[config.mk]
export PLATFORM = sky130hd
export DESIGN_NAME = ctrl_program_loader
export DESIGN_NICKNAME = d
export VERILOG_FILES = /design/src/rtl/ctrl_loader_pkg.sv /design/src/rtl/myReg.sv /design/src/rtl/sat_counter.sv /design/src/rtl/ctrl_program_loader.sv
export SDC_FILE = /design/constraint.sdc
export NUM_CORES = 1
export LEC_CHECK = 0
export CAP_MARGIN = 20
export CORE_MARGIN = 8
export CORE_UTILIZATION = 30
export CTS_BUF_LIST = sky130_fd_sc_hd__clkbuf_2
export CTS_CLUSTER_SIZE = 25
export DETAILED_ROUTE_END_ITERATION = 7
export SYNTH_ARGS = -nofsm -noshare
export SYNTH_HDL_FRONTEND = slang
export SYNTH_SLANG_ARGS = --single-unit
[constraint.sdc]
create_clock -name CLK_100 -period 6.2 [get_ports CLK_100]
set_input_delay 0.93 -clock CLK_100 [delete_from_list [all_inputs] [get_ports CLK_100]]
set_output_delay 0.93 -clock CLK_100 [all_outputs]
set_load 0.05 [all_outputs]
[src/rtl/ctrl_loader_pkg.sv]
`default_nettype none
// ============================================================================
//  Module      : ctrl_loader_pkg
//  Description : Shared definitions for the control-store program loader:
//                FSM state encoding, error codes and control-word bit fields.
//  Revision    : 1.0 - initial release
// ============================================================================
package ctrl_loader_pkg;

    // FSM state encoding (3 bits, 6 states used)
    localparam logic [2:0] ST_IDLE = 3'd0;
    localparam logic [2:0] ST_LOAD = 3'd1;
    localparam logic [2:0] ST_ARM  = 3'd2;
    localparam logic [2:0] ST_RUN  = 3'd3;
    localparam logic [2:0] ST_DONE = 3'd4;
    localparam logic [2:0] ST_ERR  = 3'd5;

    typedef enum logic [2:0] {
        S_IDLE = ST_IDLE,
        S_LOAD = ST_LOAD,
        S_ARM  = ST_ARM,
        S_RUN  = ST_RUN,
        S_DONE = ST_DONE,
        S_ERR  = ST_ERR
    } state_t;

    // Error codes reported on the error output
    localparam logic [1:0] ERR_NONE     = 2'b00;
    localparam logic [1:0] ERR_OVERFLOW = 2'b01;
    localparam logic [1:0] ERR_ARM_TO   = 2'b10;
    localparam logic [1:0] ERR_NO_PROG  = 2'b11;

    // Position of the "complete" bit inside a control word
    localparam int CTRL_COMPLETE_BIT = 0;

endpackage
`default_nettype wire

[src/rtl/myReg.sv]
`default_nettype none
// ============================================================================
//  Module      : myReg
//  Description : Generic load-enable register with asynchronous reset.
//  Ports       : clk, rst (async, active-high), en_i (load), d_i, q_o
//  Revision    : 1.0 - initial release
// ============================================================================
module myReg #(
    parameter int WIDTH = 8
) (
    input  logic             clk,
    input  logic             rst,
    input  logic             en_i,
    input  logic [WIDTH-1:0] d_i,
    output logic [WIDTH-1:0] q_o
);

    logic [WIDTH-1:0] r_q;

    always_ff @(posedge clk or posedge rst) begin
        if (rst) begin
            r_q <= '0;
        end else if (en_i) begin
            r_q <= d_i;
        end
    end

    assign q_o = r_q;

endmodule
`default_nettype wire

[src/rtl/sat_counter.sv]
`default_nettype none
// ============================================================================
//  Module      : sat_counter
//  Description : Up-counter with synchronous clear, count enable and
//                saturation at all-ones. Clear has priority over enable.
//  Ports       : clk, rst (async, active-high), clear_i, en_i, count_o
//  Revision    : 1.0 - initial release
// ============================================================================
module sat_counter #(
    parameter int WIDTH = 8
) (
    input  logic             clk,
    input  logic             rst,
    input  logic             clear_i,
    input  logic             en_i,
    output logic [WIDTH-1:0] count_o
);

    logic [WIDTH-1:0] count_q;

    always_ff @(posedge clk or posedge rst) begin
        if (rst) begin
            count_q <= '0;
        end else if (clear_i) begin
            count_q <= '0;
        end else if (en_i && (count_q != {WIDTH{1'b1}})) begin
            count_q <= count_q + WIDTH'(1);
        end
    end

    assign count_o = count_q;

endmodule
`default_nettype wire

[src/rtl/ctrl_program_loader.sv]
`default_nettype none
// ============================================================================
//  Module      : ctrl_program_loader
//  Description : Host-side initiator for the control-store tester. Streams a
//                program into the control BRAM through the tester's Zynq port,
//                then drives START, follows the COMPLETED handshake, counts
//                execution cycles and reports status.
//  Ports       : CLK_100, RST (async, active-high)
//                cmd_load/cmd_run/cmd_clear  host command pulses
//                s_valid/s_ready/s_data/s_last  program word stream
//                bram_addr/bram_din/bram_en/bram_we  tester BRAM write port
//                START/COMPLETED  tester handshake
//                busy/done/error/word_count/cycle_count  status
//  Revision    : 1.0 - initial release
// ============================================================================
module ctrl_program_loader
    import ctrl_loader_pkg::*;
#(
    parameter int ADDR_WIDTH  = 10,
    parameter int CTRL_WIDTH  = 60,
    parameter int CNT_WIDTH   = 32,
    parameter int ARM_TIMEOUT = 1024
) (
    input  logic                  CLK_100,
    input  logic                  RST,
    input  logic                  cmd_load,
    input  logic                  cmd_run,
    input  logic                  cmd_clear,
    input  logic                  s_valid,
    output logic                  s_ready,
    input  logic [CTRL_WIDTH-1:0] s_data,
    input  logic                  s_last,
    output logic [ADDR_WIDTH-1:0] bram_addr,
    output logic [CTRL_WIDTH-1:0] bram_din,
    output logic                  bram_en,
    output logic                  bram_we,
    output logic                  START,
    input  logic                  COMPLETED,
    output logic                  busy,
    output logic                  done,
    output logic [1:0]            error,
    output logic [ADDR_WIDTH:0]   word_count,
    output logic [CNT_WIDTH-1:0]  cycle_count
);

    // Timer is one bit wider than needed so ARM_TIMEOUT-1 always fits
    localparam int C_TMR_W = $clog2(ARM_TIMEOUT) + 1;

    state_t                  state_q, state_d;
    logic                    start_q, start_d;
    logic [1:0]              error_q, error_d;
    logic [ADDR_WIDTH:0]     wc_q, wc_d;
    logic [ADDR_WIDTH-1:0]   addr_q;
    logic [C_TMR_W-1:0]      w_timer;
    logic                    w_hs;
    logic                    w_addr_max;
    logic                    w_load_start;
    logic                    w_cyc_clear;
    logic                    w_cyc_en;

    assign w_hs       = (state_q == S_LOAD) && s_valid;
    assign w_addr_max = &addr_q;

    // Write address: zeroed when a load begins, then advances per accepted
    // word. It holds at the top address instead of wrapping.
    myReg #(.WIDTH(ADDR_WIDTH)) u_addr_reg (
        .clk  (CLK_100),
        .rst  (RST),
        .en_i (w_load_start || (w_hs && !w_addr_max)),
        .d_i  (w_load_start ? '0 : addr_q + ADDR_WIDTH'(1)),
        .q_o  (addr_q)
    );

    // Cycles with COMPLETED low while armed or running are execution cycles;
    // this includes the ARM cycle that sees COMPLETED fall.
    assign w_cyc_en = ((state_q == S_ARM) || (state_q == S_RUN)) && !COMPLETED;

    sat_counter #(.WIDTH(CNT_WIDTH)) u_cycle_cnt (
        .clk     (CLK_100),
        .rst     (RST),
        .clear_i (w_cyc_clear),
        .en_i    (w_cyc_en),
        .count_o (cycle_count)
    );

    sat_counter #(.WIDTH(C_TMR_W)) u_arm_timer (
        .clk     (CLK_100),
        .rst     (RST),
        .clear_i (state_q != S_ARM),
        .en_i    (state_q == S_ARM),
        .count_o (w_timer)
    );

    always_comb begin
        state_d      = state_q;
        error_d      = error_q;
        wc_d         = wc_q;
        w_load_start = 1'b0;
        w_cyc_clear  = 1'b0;

        if (cmd_clear) begin
            state_d     = S_IDLE;
            error_d     = ERR_NONE;
            w_cyc_clear = 1'b1;
            if (state_q == S_LOAD) begin
                wc_d = '0;
            end
        end else begin
            case (state_q)
                S_IDLE: begin
                    if (cmd_load) begin
                        state_d      = S_LOAD;
                        wc_d         = '0;
                        error_d      = ERR_NONE;
                        w_load_start = 1'b1;
                    end else if (cmd_run) begin
                        if (wc_q == '0) begin
                            state_d = S_ERR;
                            error_d = ERR_NO_PROG;
                        end else begin
                            state_d     = S_ARM;
                            w_cyc_clear = 1'b1;
                        end
                    end
                end
                S_LOAD: begin
                    if (w_hs) begin
                        wc_d = wc_q + (ADDR_WIDTH+1)'(1);
                        if (s_last) begin
                            state_d = S_IDLE;
                        end else if (w_addr_max) begin
                            state_d = S_ERR;
                            error_d = ERR_OVERFLOW;
                        end
                    end
                end
                S_ARM: begin
                    if (!COMPLETED) begin
                        state_d = S_RUN;
                    end else if (w_timer == C_TMR_W'(ARM_TIMEOUT - 1)) begin
                        state_d = S_ERR;
                        error_d = ERR_ARM_TO;
                    end
                end
                S_RUN: begin
                    if (COMPLETED) begin
                        state_d = S_DONE;
                    end
                end
                S_DONE, S_ERR: begin
                    state_d = state_q;
                end
                default: begin
                    state_d = S_IDLE;
                end
            endcase
        end

        start_d = (state_d == S_ARM) || (state_d == S_RUN) || (state_d == S_DONE);
    end

    always_ff @(posedge CLK_100 or posedge RST) begin
        if (RST) begin
            state_q <= S_IDLE;
            start_q <= 1'b0;
            error_q <= ERR_NONE;
            wc_q    <= '0;
        end else begin
            state_q <= state_d;
            start_q <= start_d;
            error_q <= error_d;
            wc_q    <= wc_d;
        end
    end

    // BRAM strobes follow the handshake combinationally so the word lands in
    // the same cycle it is accepted.
    assign s_ready    = (state_q == S_LOAD);
    assign bram_en    = w_hs;
    assign bram_we    = w_hs;
    assign bram_addr  = w_hs ? addr_q : '0;
    assign bram_din   = w_hs ? s_data : '0;
    assign START      = start_q;
    assign busy       = (state_q == S_LOAD) || (state_q == S_ARM) || (state_q == S_RUN);
    assign done       = (state_q == S_DONE);
    assign error      = error_q;
    assign word_count = wc_q;

endmodule
`default_nettype wire

==> reports/results.txt <==
run status: completed
Crit Path Max Fanout: 75
Rows: 44
P&R area growth vs syn: 48.1%
Final Hold Vio Count: 0
WHS: 573 ps
Hold EP: u_arm_timer.count_o[7]
max-cap check violation count: 0
Resized Gates After CTS: 0
CTS Buf Count: 9
synthesis warning total: 0
reg2reg start: u_cycle_cnt.count_o[0]
clock-pin slew on the worst setup and hold paths: 200 ps
Clock Power Share: 21.7%
crit path time final: 4530 ps
initial antenna violation count: 1
Rel. slew slack: 35.6%
router iterations before antenna repair: 4
WL final: 16,100 µm
vias in the first global route: 4,830
largest area contributor in the netlist: dfrtp_1
Hold Crit Class: reg2reg
drt via density: 5.23
layout cells sized above 1: 3.93%
clock latency on the worst-skew pair: 490 ps
critical path class: in2out
Post-CTS Setup Inserts: 0
Sink Count: 70
die area: 19,200 µm²
Non-Filler Instances: 898
NumNets Final: 781
endpoints failing setup: 0
Yosys reg bits: 70
floorplan core area: 14,600 µm²
crit path DAT: 3600 ps
Internal Pwr Total: 0.821 mW
power share of the sequential group: 36.7%
Period Utilization, post-route: 73.1%
Leak Pwr: 2.51 nW
Worst R2R Setup Slack: 3580 ps
Setup TNS: 0 ps
I/O Pins: 189
Net Sw Frac: 41.2%
logic gate share of total power: 41.6%
pwr dens: 209 nW/µm²
Max Root-Sink Buffers: 2
Net Sw Power: 0.574 mW
Filler cells: 1,412
hold path cells: 2
CTS tree: built
DR vias: 4,698
post-detailed-route count of antenna-violating nets: 0
Synth Flop Type: dfrtp_1
# DRC: 0
worst path required time: 5270 ps
R2R cell count: 6
Final Power: 1.40 mW
Synth async-reset ratio: 100%
die height: 138 µm
cells after synthesis: 531
Post-Syn Nets: 604
worst flop-to-flop path endpoint: u_cycle_cnt.count_o[2]
Fmax: 221 MHz
Mapped Area: 4500 µm²
dpl cells: 881
worst slew pin tran: 966 ps
largest net degree at the start of global routing: 76
initial DRC count: 251
Distinct cells, synth: 54
final clock skew: 23.5 ps
top cells by area, synth: dfrtp_1 39%, and2_1 10%, a21oi_1 3.9%, nor2_1 3.6%, nand2_1 3.3%
gpl congestion: 0.790
share of the synthesized area in the top cell type: 39.0%
total track usage: 16.3%
Post-synth EDFFs: 0
Initial Utilization: 30.8%
Syn Area/Cell: 8.47 µm²
hold_sp: u_arm_timer.count_o[7]
Worst Setup Start Kind: primary input
Max Slew Vio Count: 0
first-pass GRT wire length: 25,900 µm
CP endpoint kind: output pin
DP HPWL: 12,300 µm
H-Tree Depth: 3
sequential area share after synthesis: 39.0%
CTS Root Cell: clkbuf_2
hold buffers post-CTS: 0
unrepaired setup endpoints after global routing: false
global route total overflow: 0
chip width: 138 µm
Routed WL per cell: 17.9 µm
Max VDD drop: 0.120 mV
port buffer count: 188
==> area by class of cell <==
class / instances / area [µm²] / area share, %
multi-input combinational: 419 / 2570 / 38.6
timing repair buffer: 192 / 1910 / 28.7
sequential: 70 / 1750 / 26.3
tap: 184 / 230 / 3.46
clock inverter: 4 / 71.3 / 1.07
clock buffer: 12 / 60.1 / 0.902
inverter: 16 / 60.1 / 0.902
antenna: 1 / 2.50 / 0.0376
==> metrics by stage <==
stage / area [µm²] / worst slack (ps) / util [%]
CTS: 6660 / 1650 / 45.6
floorplan: 4500 / 2750 / -
detailed placement: 6530 / 1660 / 44.7
global route: 6660 / 1420 / 45.6
global placement: 6530 / 1670 / 44.7
finish: 6660 / 1670 / 45.6
==> cell usage after synthesis (all sizes together) (2+ instances only) <==
master	number
and2	73
dfrtp	70
nor2	43
nand2	39
a21oi	35
nand3	22
o21ai	22
clkbuf	21
or4	18
nand4	17
inv	16
nor4	16
or3	16
xnor2	14
o31ai	13
nor3	10
and4	9
and3	7
buf	5
ha	5
mux2i	5
o21a	5
xor2	5
nand2b	4
nor2b	4
nor3b	4
o31a	4
a21o	3
a211o	2
a311oi	2
a31o	2
a41o	2
nand3b	2
nand4b	2
o22ai	2
==> power by group through the flow <==
stage / registers [mW] / clock network (mW) / logic (mW)
after floorplan: 0.539 / 0 / 0.354
after global placement: 0.523 / 0 / 0.582
after detailed placement: 0.522 / 0 / 0.586
after CTS: 0.514 / 0.316 / 0.589
after global routing: 0.519 / 0.333 / 0.621
final: 0.513 / 0.302 / 0.580
==> cells by family after synthesis <==
| group | Yosys count | synth area share, % |
|---|---|---|
| multiplexers | 5 | 1.11 |
| AND/OR/NAND/NOR | 289 | 36.8 |
| buffers and inverters | 42 | 3.84 |
| AO/OA/AOI/OAI | 101 | 14.1 |
| XOR/XNOR | 19 | 3.70 |
| flip-flops | 70 | 39.0 |
| adder cells (fa/ha/maj) | 5 | 1.39 |
==> placed cells by master (no fill, tap or decap), types with 16 or more instances in the layout <==
master,Yosys,final
or3_1,16,16
or4_1,17,17
nand3_1,22,22
clkdlybuf4s50_1,0,188
nand4_1,17,17
and2_1,73,73
a21oi_1,35,35
o21ai_0,21,21
nor2_1,43,43
nand2_1,39,39
dfrtp_1,70,70
==> how the worst max path moves through the flow <==
stage,start,end,slack [ps],cells past startpoint
floorplan,s_valid,bram_din[50],2750,5
global placement,s_valid,bram_din[20],1670,7
detailed placement,s_valid,bram_din[27],1660,7
CTS,s_valid,bram_din[27],1650,7
global route,s_valid,bram_din[27],1420,7
finish,s_valid,bram_din[27],1670,7
==> critical path, stage by stage <==
cell and delay [ps]:
clkdlybuf4s50_1 540, nor2b_1 190, nand3b_1 270, inv_1 120, buf_4 440, and2_1 250
clkdlybuf4s50_1 820
==> state kept, by name (all words and copies together) (netlist names) <==
register and cells:
START 1, error 2, state_q 3, u_addr_reg.q_o 10, u_arm_timer.count_o 11, u_cycle_cnt.count_o 32
word_count 11
==> routing by layer <==
layer | track usage, % | routed length, µm
met1 | 17.5 | 6090
met5 | 0 | 0
met3 | 7.50 | 1690
met2 | 28.2 | 8160
met4 | 4.58 | 113
No activity file was read; power rests on OpenSTA's default activity.
